`src/rtl/ex_stage_mc_pkg.sv`:
```
// Shared definitions for the mips_16 execute stage: ALU command codes,
// ID/EX and EX/MEM field positions, and execute FSM state encodings.
package ex_stage_mc_pkg;

    // Nine commands share a 3-bit field, so NC takes code 0 together with ADD.
    // A bubble has zero operands, so its sum is 0, which is the NC result.
    localparam logic [2:0] ALU_NC  = 3'd0;
    localparam logic [2:0] ALU_ADD = 3'd0;
    localparam logic [2:0] ALU_SUB = 3'd1;
    localparam logic [2:0] ALU_AND = 3'd2;
    localparam logic [2:0] ALU_OR  = 3'd3;
    localparam logic [2:0] ALU_XOR = 3'd4;
    localparam logic [2:0] ALU_SL  = 3'd5;
    localparam logic [2:0] ALU_DIV = 3'd6;
    localparam logic [2:0] ALU_MOD = 3'd7;

    localparam int IDEX_CMD_HI  = 56;
    localparam int IDEX_CMD_LO  = 54;
    localparam int IDEX_SRC1_HI = 53;
    localparam int IDEX_SRC1_LO = 38;
    localparam int IDEX_SRC2_HI = 37;
    localparam int IDEX_SRC2_LO = 22;
    localparam int CTRL_HI      = 21;
    localparam int CTRL_WB_EN   = 4;
    localparam int CTRL_DEST_HI = 3;
    localparam int CTRL_DEST_LO = 1;

    typedef enum logic [1:0] {
        ST_IDLE = 2'd0,
        ST_CALC = 2'd1,
        ST_DONE = 2'd2
    } ex_state_e;

    function automatic logic is_div_cmd(input logic [2:0] cmd);
        return (cmd == ALU_DIV) || (cmd == ALU_MOD);
    endfunction

endpackage

```
`src/rtl/seq_divider_16.sv`:
```
// Iterative signed divider: magnitudes go through a restoring divider one bit
// per cycle, then signs are restored (quotient toward zero, remainder follows dividend).
module seq_divider_16 #(
    parameter int W = 16
) (
    input  logic         clk,
    input  logic         rst,
    input  logic         start,
    input  logic [W-1:0] dividend,
    input  logic [W-1:0] divisor,
    output logic         busy,
    output logic         last,
    output logic [W-1:0] quotient,
    output logic [W-1:0] remainder
);
    localparam int CW = $clog2(W);

    logic          busy_q, busy_d;
    logic [CW-1:0] cnt_q, cnt_d;
    logic [W-1:0]  quo_q, quo_d;
    logic [W-1:0]  rem_q, rem_d;
    logic [W-1:0]  dvs_q, dvs_d;
    logic [W-1:0]  dvd_q, dvd_d;
    logic          q_neg_q, q_neg_d;
    logic          r_neg_q, r_neg_d;
    logic          dz_q, dz_d;

    logic [W:0]    trial;
    logic [W:0]    diff;
    logic          ge;

    assign busy  = busy_q;
    assign last  = busy_q && (cnt_q == CW'(W - 1));
    assign trial = {rem_q, quo_q[W-1]};
    assign diff  = trial - {1'b0, dvs_q};
    assign ge    = trial >= {1'b0, dvs_q};

    always_comb begin
        busy_d  = busy_q;
        cnt_d   = cnt_q;
        quo_d   = quo_q;
        rem_d   = rem_q;
        dvs_d   = dvs_q;
        dvd_d   = dvd_q;
        q_neg_d = q_neg_q;
        r_neg_d = r_neg_q;
        dz_d    = dz_q;
        if (start) begin
            busy_d  = 1'b1;
            cnt_d   = '0;
            quo_d   = dividend[W-1] ? (~dividend + 1'b1) : dividend;
            rem_d   = '0;
            dvs_d   = divisor[W-1] ? (~divisor + 1'b1) : divisor;
            dvd_d   = dividend;
            q_neg_d = dividend[W-1] ^ divisor[W-1];
            r_neg_d = dividend[W-1];
            dz_d    = (divisor == '0);
        end else if (busy_q) begin
            quo_d = {quo_q[W-2:0], ge};
            rem_d = ge ? diff[W-1:0] : trial[W-1:0];
            cnt_d = cnt_q + 1'b1;
            if (last) begin
                busy_d = 1'b0;
            end
        end
    end

    // Divide by zero overrides the sign fixup: all-ones quotient, dividend as remainder.
    always_comb begin
        quotient  = dz_q ? '1 : (q_neg_q ? -quo_q : quo_q);
        remainder = dz_q ? dvd_q : (r_neg_q ? -rem_q : rem_q);
    end

    always_ff @(posedge clk) begin
        if (rst) begin
            busy_q  <= 1'b0;
            cnt_q   <= '0;
            quo_q   <= '0;
            rem_q   <= '0;
            dvs_q   <= '0;
            dvd_q   <= '0;
            q_neg_q <= 1'b0;
            r_neg_q <= 1'b0;
            dz_q    <= 1'b0;
        end else begin
            busy_q  <= busy_d;
            cnt_q   <= cnt_d;
            quo_q   <= quo_d;
            rem_q   <= rem_d;
            dvs_q   <= dvs_d;
            dvd_q   <= dvd_d;
            q_neg_q <= q_neg_d;
            r_neg_q <= r_neg_d;
            dz_q    <= dz_d;
        end
    end

endmodule

```
`src/rtl/ex_stage_mc.sv`:
```
// mips_16 execute stage: single-cycle ALU ops, plus DIV/MOD on a multi-cycle
// divider that stalls the front end until the result is ready.
module ex_stage_mc
    import ex_stage_mc_pkg::*;
#(
    parameter int DIV_BITS = 16
) (
    input  logic        clk,
    input  logic        rst,
    input  logic [56:0] pipeline_reg_in,
    output logic [37:0] pipeline_reg_out,
    output logic        ex_stall,
    output logic [2:0]  ex_op_dest,
    output logic [1:0]  dbg_state
);
    logic [2:0]  cmd;
    logic [15:0] src1, src2;
    logic [21:0] ctrl_in;
    logic [15:0] alu_result;

    ex_state_e   state_q, state_d;
    logic [2:0]  cmd_q, cmd_d;
    logic [21:0] ctrl_q, ctrl_d;
    logic [37:0] out_q, out_d;

    logic        div_start, div_busy, div_last;
    logic [15:0] div_quo, div_rem;

    assign cmd              = pipeline_reg_in[IDEX_CMD_HI:IDEX_CMD_LO];
    assign src1             = pipeline_reg_in[IDEX_SRC1_HI:IDEX_SRC1_LO];
    assign src2             = pipeline_reg_in[IDEX_SRC2_HI:IDEX_SRC2_LO];
    assign ctrl_in          = pipeline_reg_in[CTRL_HI:0];
    assign pipeline_reg_out = out_q;
    assign dbg_state        = state_q;

    always_comb begin
        case (cmd)
            ALU_ADD: alu_result = src1 + src2;
            ALU_SUB: alu_result = src1 - src2;
            ALU_AND: alu_result = src1 & src2;
            ALU_OR:  alu_result = src1 | src2;
            ALU_XOR: alu_result = src1 ^ src2;
            ALU_SL:  alu_result = src1 << src2[3:0];
            default: alu_result = 16'h0000;
        endcase
    end

    // Stall decodes only state and alu_cmd; the operand bits never reach it.
    always_comb begin
        state_d   = state_q;
        cmd_d     = cmd_q;
        ctrl_d    = ctrl_q;
        out_d     = '0;
        ex_stall  = 1'b0;
        div_start = 1'b0;
        case (state_q)
            ST_IDLE: begin
                if (is_div_cmd(cmd)) begin
                    ex_stall  = 1'b1;
                    div_start = 1'b1;
                    cmd_d     = cmd;
                    ctrl_d    = ctrl_in;
                    state_d   = ST_CALC;
                end else begin
                    out_d = {alu_result, ctrl_in};
                end
            end
            ST_CALC: begin
                ex_stall = 1'b1;
                if (div_last || !div_busy) begin
                    state_d = ST_DONE;
                end
            end
            ST_DONE: begin
                out_d   = {(cmd_q == ALU_MOD) ? div_rem : div_quo, ctrl_q};
                state_d = ST_IDLE;
            end
            default: state_d = ST_IDLE;
        endcase
    end

    always_comb begin
        ex_op_dest = 3'd0;
        if (state_q != ST_IDLE) begin
            if (ctrl_q[CTRL_WB_EN]) ex_op_dest = ctrl_q[CTRL_DEST_HI:CTRL_DEST_LO];
        end else if (ctrl_in[CTRL_WB_EN]) begin
            ex_op_dest = ctrl_in[CTRL_DEST_HI:CTRL_DEST_LO];
        end
    end

    seq_divider_16 #(
        .W(DIV_BITS)
    ) u_div (
        .clk      (clk),
        .rst      (rst),
        .start    (div_start),
        .dividend (src1),
        .divisor  (src2),
        .busy     (div_busy),
        .last     (div_last),
        .quotient (div_quo),
        .remainder(div_rem)
    );

    always_ff @(posedge clk) begin
        if (rst) begin
            state_q <= ST_IDLE;
            cmd_q   <= '0;
            ctrl_q  <= '0;
            out_q   <= '0;
        end else begin
            state_q <= state_d;
            cmd_q   <= cmd_d;
            ctrl_q  <= ctrl_d;
            out_q   <= out_d;
        end
    end

endmodule

```
`config.mk`:
```
export PLATFORM = sky130hd
export DESIGN_NAME = ex_stage_mc
export DESIGN_NICKNAME = d
export VERILOG_FILES = /design/src/rtl/ex_stage_mc_pkg.sv /design/src/rtl/seq_divider_16.sv /design/src/rtl/ex_stage_mc.sv
export SDC_FILE = /design/constraint.sdc
export NUM_CORES = 1
export LEC_CHECK = 0
export ABC_CLOCK_PERIOD_IN_PS = 3600
export CAP_MARGIN = 0
export CORE_MARGIN = 2
export CORE_UTILIZATION = 60
export CTS_BUF_LIST = sky130_fd_sc_hd__clkbuf_8
export CTS_CLUSTER_SIZE = 24
export DETAILED_ROUTE_END_ITERATION = 10
export GPL_ROUTABILITY_DRIVEN = 0
export PLACE_DENSITY = 0.85
export SYNTH_ARGS = -nofsm -noshare
export SYNTH_HDL_FRONTEND = slang
export SYNTH_HIERARCHICAL = 1
export SYNTH_SLANG_ARGS = --single-unit
```
`constraint.sdc`:
```
create_clock -name clk -period 3.6 [get_ports clk]
set_input_delay 0.36 -clock clk [delete_from_list [all_inputs] [get_ports clk]]
set_output_delay 0.36 -clock clk [all_outputs]
set_load 0.03 [all_outputs]
```
==> impl_metrics.ini, run 1 <==
[status]
run_status = completed

[power_and_ir_drop]
p_sw_uw = 1790
vdd_drop_max_v = 0.000270
swShare_pct = 39.3
clkPwrFrac_pct = 26.3
pwr-share-seq_pct = 36.7
pwr-share-comb_pct = 36.9
p_per_area_nw_per_um2 = 375
internal_power_uw = 2770
leakagePower_uw = 0.00506

[logic_synthesis]
async_reset_ff_share_pct = 0
synth_edf_count = 0
muxShareOfSynthArea_pct = 8.11
synth_seq_area_share_pct = 26.1
syn_area_um2 = 10400
synth_compound_area_share_pct = 24.6
synth_warnings = 6
yosysMostFrequentCell = nand2_1
synth_nets = 1480
synth_area_leaders = dfxtp_1 (26%), ha_1 (8.4%), nand2_1 (5.2%), nor2_1 (4.6%), a211oi_1 (4.5%)
synthXorXnorAreaFrac_pct = 6.96
synth_cells = 1349
yosys.area_share.simple_pct = 20.0
netlist_top_cells_count = nand2_1 (146), dfxtp_1 (136), nor2_1 (127), o21ai_0 (92), a21oi_1 (84)
syn_avg_cell_area_um2 = 7.74
ys.flop_type = dfxtp_1
synth_top_area_share_pct = 26.1
synth_top_family_by_area = compound AO/OA/AOI/OAI gates
synth_top_area_cell = dfxtp_1
synth_fa_ha_area_share_pct = 8.77
synth-seq-cells = 136
ys_types = 74

[finish]
final_area_um2 = 12200
insertedDiodeCount = 0
nets = 1570
area_growth_pct = 16.6
drive_above_1_share_pct = 8.61
fillers = 1395

[clock_tree]
clock_latency_ps = 470
cts_tree = built
root_buffer = clkbuf_8
ctsHoldBuffers = 0
cts_buffers = 17
clock_sinks = 136
h-tree-depth = 4
clock_path_buffers = 2
clk_pin_slew_ps = 90

[routing]
ant_nets = 0
drc_errors = 0
post_drt_via_cell_ratio = 6.56
wl_per_cell_um = 19.8
num_vias = 10994
wirelength_mm = 33.1
first_pass_iters = 7
drtIter0Drc = 1653

[job]
drv_cap = 0

[sta]
fin_ws_ps = 31.7
relSlewSlack_pct = 27.3
holdWs_ps = 260
fin_skew_ps = 15.5
rsz0062_at_grt = no
slew_violations = 0
setup-tns-final_ps = 0
period_needed_ps = 3570
finalHoldViolCount = 0
fmax_ghz = 0.280
worst_slew_pin_slew_ps = 1090
post-route-period-util_pct = 99.1
setup_violations = 0

[worst_setup_path]
crit_type = reg -> reg
start_kind = register
reg2reg_to = pipeline_reg_out[33]$_SDFF_PP0_
cp_data_arrival_time_ps = 3980
path_max_fanout = 8
critPathCaptureType = register
crit_start = u_div/quo_q[2]$_SDFFE_PP0P_
worstReg2RegStart = u_div/quo_q[2]$_SDFFE_PP0P_
reg2reg_slack_ps = 30
cp.required_ps = 4010
r2r_cells = 10

[worst_hold_path]
holdPathStages = 2
hold_path.startpoint = rst
hp-class = in -> reg
min_to = ctrl_q[8]$_SDFFE_PP0P_

[global_route]
track_usage_pct = 35.1
grt_pass1_vias = 9914
grt.overflow.total = 0
grt_pass1_wl_mm = 51.1
antenna_found_initial = 0
grt_max_degree = 75

[floorplanning]
rows = 48
ioPinCount = 103
dieArea_um2 = 18500
initial_core_util_pct = 60.8
core_area_um2 = 17200
fp.dieH_um = 136
die_w_um = 136

[place]
dpl.hpwl_mm = 24.1
pre_cts_ws_ps = 113
numPortBuffers = 102
postPlaceCellArea_um2 = 11800
[worst max-delay path, stage by stage (launching register included)]
cell and delay (ps):
dfxtp_1 370, or4_1 560, or4_4 460, or3_4 390, and3_1 190, o21ai_0 250
mux2i_1 120, nor2_1 280, o21ai_0 230, or4b_1 520, or3b_1 170
[cell type report]
cell class / count / area (um^2) / area share, %
flip-flops and latches: 136 / 2720 / 22.4
well taps: 225 / 282 / 2.31
inverters: 68 / 256 / 2.11
clock inverters: 15 / 133 / 1.09
multi-input cells: 1065 / 7160 / 58.7
repair buffers: 151 / 1400 / 11.5
clock buffers: 17 / 234 / 1.92
[sequential cells by signal (all words and copies together) (netlist names)]
name / count
u_div/quo_q: 16
u_div/dvd_q: 16
pipeline_reg_out: 38
u_div/cnt_q: 4
u_div/busy: 1
u_div/rem_q: 16
u_div/dz_q: 1
dbg_state: 2
cmd_q: 3
u_div/q_neg_q: 1
ctrl_q: 22
u_div/dvs_q: 16
[cells in the final DEF, fill, tap and decap left out, types with 10 or more instances in the layout]
master / Yosys / final
nand2_1: 146 / 146
dfxtp_1: 136 / 135
nor2_1: 127 / 127
clkdlybuf4s50_1: 0 / 101
o21ai_0: 92 / 92
a21oi_1: 84 / 84
ha_1: 70 / 70
inv_1: 64 / 64
a211oi_1: 62 / 62
xor2_1: 48 / 48
buf_4: 0 / 48
mux2i_1: 46 / 46
nand3_1: 42 / 42
xnor2_1: 35 / 35
nor2b_1: 26 / 26
a22oi_1: 24 / 24
a31oi_1: 20 / 20
clkbuf_8: 0 / 17
a21o_1: 16 / 16
o31ai_1: 16 / 16
nor3_1: 15 / 15
nand2b_1: 14 / 14
or3_1: 12 / 12
o211ai_1: 11 / 11
mux4_2: 10 / 10
[through the flow]
| stage | power [uW] | utilization (%) | cells |
|---|---|---|---|
| floorplan | 2790 | - | 1349 |
| global placement | 3290 | 68.8 | 1645 |
| detailed placement | 3330 | 68.8 | 1645 |
| CTS | 4510 | 70.9 | 1677 |
| global route | 4760 | 70.9 | 1677 |
| finish | 4560 | 70.9 | 1677 |
[metal layers]
metal	GRT usage, %	share of wire, %	vias up	wire, um
met1	45.6	39	5054	12900
met2	54.2	44	729	14500
met5	0	0	-	0
met3	8.72	12	166	3920
li1	-	-	5045	-
met4	17.7	5.5	0	1820
[logic make-up (layout without fill, tap and decap cells)]
logic type | after synthesis | count (layout)
simple gates | 446 | 446
compound gates | 395 | 395
buf+inv | 148 | 251
flops | 136 | 136
xor+xnor | 83 | 83
fa+ha+maj | 72 | 72
mux | 69 | 69
[power groups by stage]
stage | Combinational, uW | Clock (uW) | Sequential, uW
floorplan | 1040 | 0 | 1750
global placement | 1580 | 0 | 1700
detailed placement | 1620 | 0 | 1710
CTS | 1630 | 1210 | 1670
global route | 1800 | 1270 | 1690
finish | 1690 | 1200 | 1680
[worst max path at each step]
| stage | to | slack (ps) | depth (start not counted) |
|---|---|---|---|
| floorplan | pipeline_reg_out[34]$_SDFF_PP0_ | 430 | 13 |
| global placement | pipeline_reg_out[36]$_SDFF_PP0_ | 130 | 12 |
| detailed placement | pipeline_reg_out[36]$_SDFF_PP0_ | 110 | 12 |
| CTS | pipeline_reg_out[33]$_SDFF_PP0_ | 190 | 10 |
| global route | pipeline_reg_out[33]$_SDFF_PP0_ | 2 | 10 |
| finish | pipeline_reg_out[33]$_SDFF_PP0_ | 30 | 10 |
[what timing repair did]
| action | CTS | global route |
|---|---|---|
| setup buffers | 0 | 0 |
| resized for setup | 0 | 1 |
| endpoints found under the setup margin | 0 | 1 |
Note: power is estimated with default switching activity, not from simulation.
==> run 2: changes to the inputs <==
--- a/config.mk
+++ b/config.mk
@@ -8,12 +8,12 @@
 export ABC_CLOCK_PERIOD_IN_PS = 3600
 export CAP_MARGIN = 0
 export CORE_MARGIN = 2
-export CORE_UTILIZATION = 60
+export CORE_UTILIZATION = 35
 export CTS_BUF_LIST = sky130_fd_sc_hd__clkbuf_8
 export CTS_CLUSTER_SIZE = 24
 export DETAILED_ROUTE_END_ITERATION = 10
 export GPL_ROUTABILITY_DRIVEN = 0
-export PLACE_DENSITY = 0.85
+export PLACE_DENSITY = 0.55
 export SYNTH_ARGS = -nofsm -noshare
 export SYNTH_HDL_FRONTEND = slang
 export SYNTH_HIERARCHICAL = 1
==> run 2 against run 1 <==
Net effect: critical path depth did not move; sequential cell count unchanged; clock skew is 1.5 ps lower; global-route usage is 12 points lower; register-to-register slack improved by 120 ps; combinational power about the same; first-iteration DRC count decreased by 50%; sequential share of layout area fell by 0.81 points; fmax increased by 3.6%; clock power increased by 23%; critical path type unchanged; largest cell class unchanged; largest power group unchanged; highest routed layer unchanged.
==> impl_metrics.ini, run 2 (synthesized netlist as in run 1, its figures left out) <==
[job]
drv_cap = 0

[sta]
post-route-period-util_pct = 95.7
slew_violations = 0
setup-tns-final_ps = 0
fmax_ghz = 0.290
setup_violations = 0
relSlewSlack_pct = 43.5
rsz0062_at_grt = no
worst_slew_pin_slew_ps = 844
finalHoldViolCount = 0
fin_skew_ps = 14.1
period_needed_ps = 3450

[floorplanning]
initial_core_util_pct = 35.4
core_area_um2 = 29500
die_w_um = 177
fp.dieH_um = 177
dieArea_um2 = 31200
rows = 63
ioPinCount = 103

[finish]
final_cell_count_no_fill = 1864
multi_input_area_um2 = 7160
final_area_um2 = 12600
post-route-util_pct = 42.9
layout_common_cells = nand2_1 (146), dfxtp_1 (135), nor2_1 (126), clkdlybuf4s50_1 (101), o21ai_0 (92)
final_common_cell = nand2_1
largest_reg_flops = 38
fillers = 3046
seqCellArea_um2 = 2720
area_growth_pct = 21.0
drive_above_1_share_pct = 10.0
insertedDiodeCount = 0
nets = 1592

[worst_setup_path]
crit_type = reg -> reg
cp.required_ps = 4000
critPathCaptureType = register
path_max_fanout = 8
r2r_cells = 10
start_kind = register
cp_data_arrival_time_ps = 3840

[routing]
num_vias = 10439
post_drt_via_cell_ratio = 5.60
wl_per_cell_um = 19.6
wirelength_mm = 36.5
drtIter0Drc = 823
first_pass_iters = 5
ant_nets = 0
drc_errors = 0

[place]
postPlaceCellArea_um2 = 12200
dpl.hpwl_mm = 27.3
numPortBuffers = 102
dpl.cell_count = 1832

[clock_tree]
clock_path_buffers = 2
cts_tree = built
cts_setup_buffers = 0
clk_pin_slew_ps = 100
h-tree-depth = 4
clock_latency_ps = 450
cts_buffers = 17
root_buffer = clkbuf_8
clock_sinks = 136

[power_and_ir_drop]
vdd_drop_max_v = 0.000222
p_per_area_nw_per_um2 = 385
leakagePower_uw = 0.00521

[global_route]
antenna_found_initial = 0
grt_pass1_vias = 9877
grt_pass1_wl_mm = 57.0
grt.overflow.total = 0
track_usage_pct = 23.3
grt_max_degree = 81

[worst_hold_path]
holdPathStages = 2
hp-class = in -> reg

[status]
run_status = completed
run 2: cell count changes in the layout (fill, tap and decap cells not counted), moves of 2 or more:
cell and change:
clkinv_4 -3, bufinv_16 +3, buf_4 +22, clkinv_8 +2
run 2: final cells by class:
type / count / area share, %
Multi-Input combinational cell: 1065 / 56.6
Timing Repair Buffer: 173 / 12.4
Clock buffer: 17 / 1.85
Inverter: 68 / 2.03
Sequential cell: 136 / 21.5
Tap cell: 390 / 3.86
Clock inverter: 15 / 1.73
run 2: timing repair:
| item | in CTS | in global routing |
|---|---|---|
| setup endpoints to repair | 0 | 1 |
| resized for setup | 0 | 2 |
| hold buffers | 0 | 0 |
run 2: path summary, 6_finish.rpt:
| path | from | endpoint | slack [ps] |
|---|---|---|---|
| setup / recovery | u_div/quo_q[2]$_SDFFE_PP0P_ | pipeline_reg_out[33]$_SDFF_PP0_ | 150 |
| hold reg to reg | ctrl_q[12]$_SDFFE_PP0P_ | ctrl_q[12]$_SDFFE_PP0P_ | 460 |
| setup reg to reg | u_div/quo_q[2]$_SDFFE_PP0P_ | pipeline_reg_out[33]$_SDFF_PP0_ | 150 |
| hold / removal | rst | cmd_q[1]$_SDFFE_PP0P_ | 420 |
run 2: critical path, stage by stage, from the launching register on:
cell and delay (ps):
dfxtp_1 390, or4_1 580, or4_4 460, or3_4 380, and3_1 190, o21ai_0 180, mux2i_1 120, nor2_2 210
o21ai_0 200, or4b_1 520, or3b_1 160
run 2: power breakdown:
group	switching [uW]	leakage (uW)	total (uW)	internal (uW)
Sequential	80.5	0.00111	1680	1600
Combinational	1030	0.00387	1710	683
Clock	743	0.000225	1470	726
run 2: stage by stage:
step | power [uW] | setup slack [ps] | hold slack, ps
after floorplan | 2790 | 429 | 437
after global placement | 3380 | 86.8 | 442
after detailed placement | 3390 | 33.3 | 447
after CTS | 4890 | 108 | 390
after global routing | 5120 | 36.2 | 430
final | 4860 | 155 | 423
run 2: per-layer routing:
layer  vias up  GRT usage, %  part of all wire, %
li1       5086             -                    -
met1      4981          33.1                   48
met2       329          36.8                   45
met3        43          3.09                  4.9
met4         0          6.47                  2.2
met5         -             0                    0
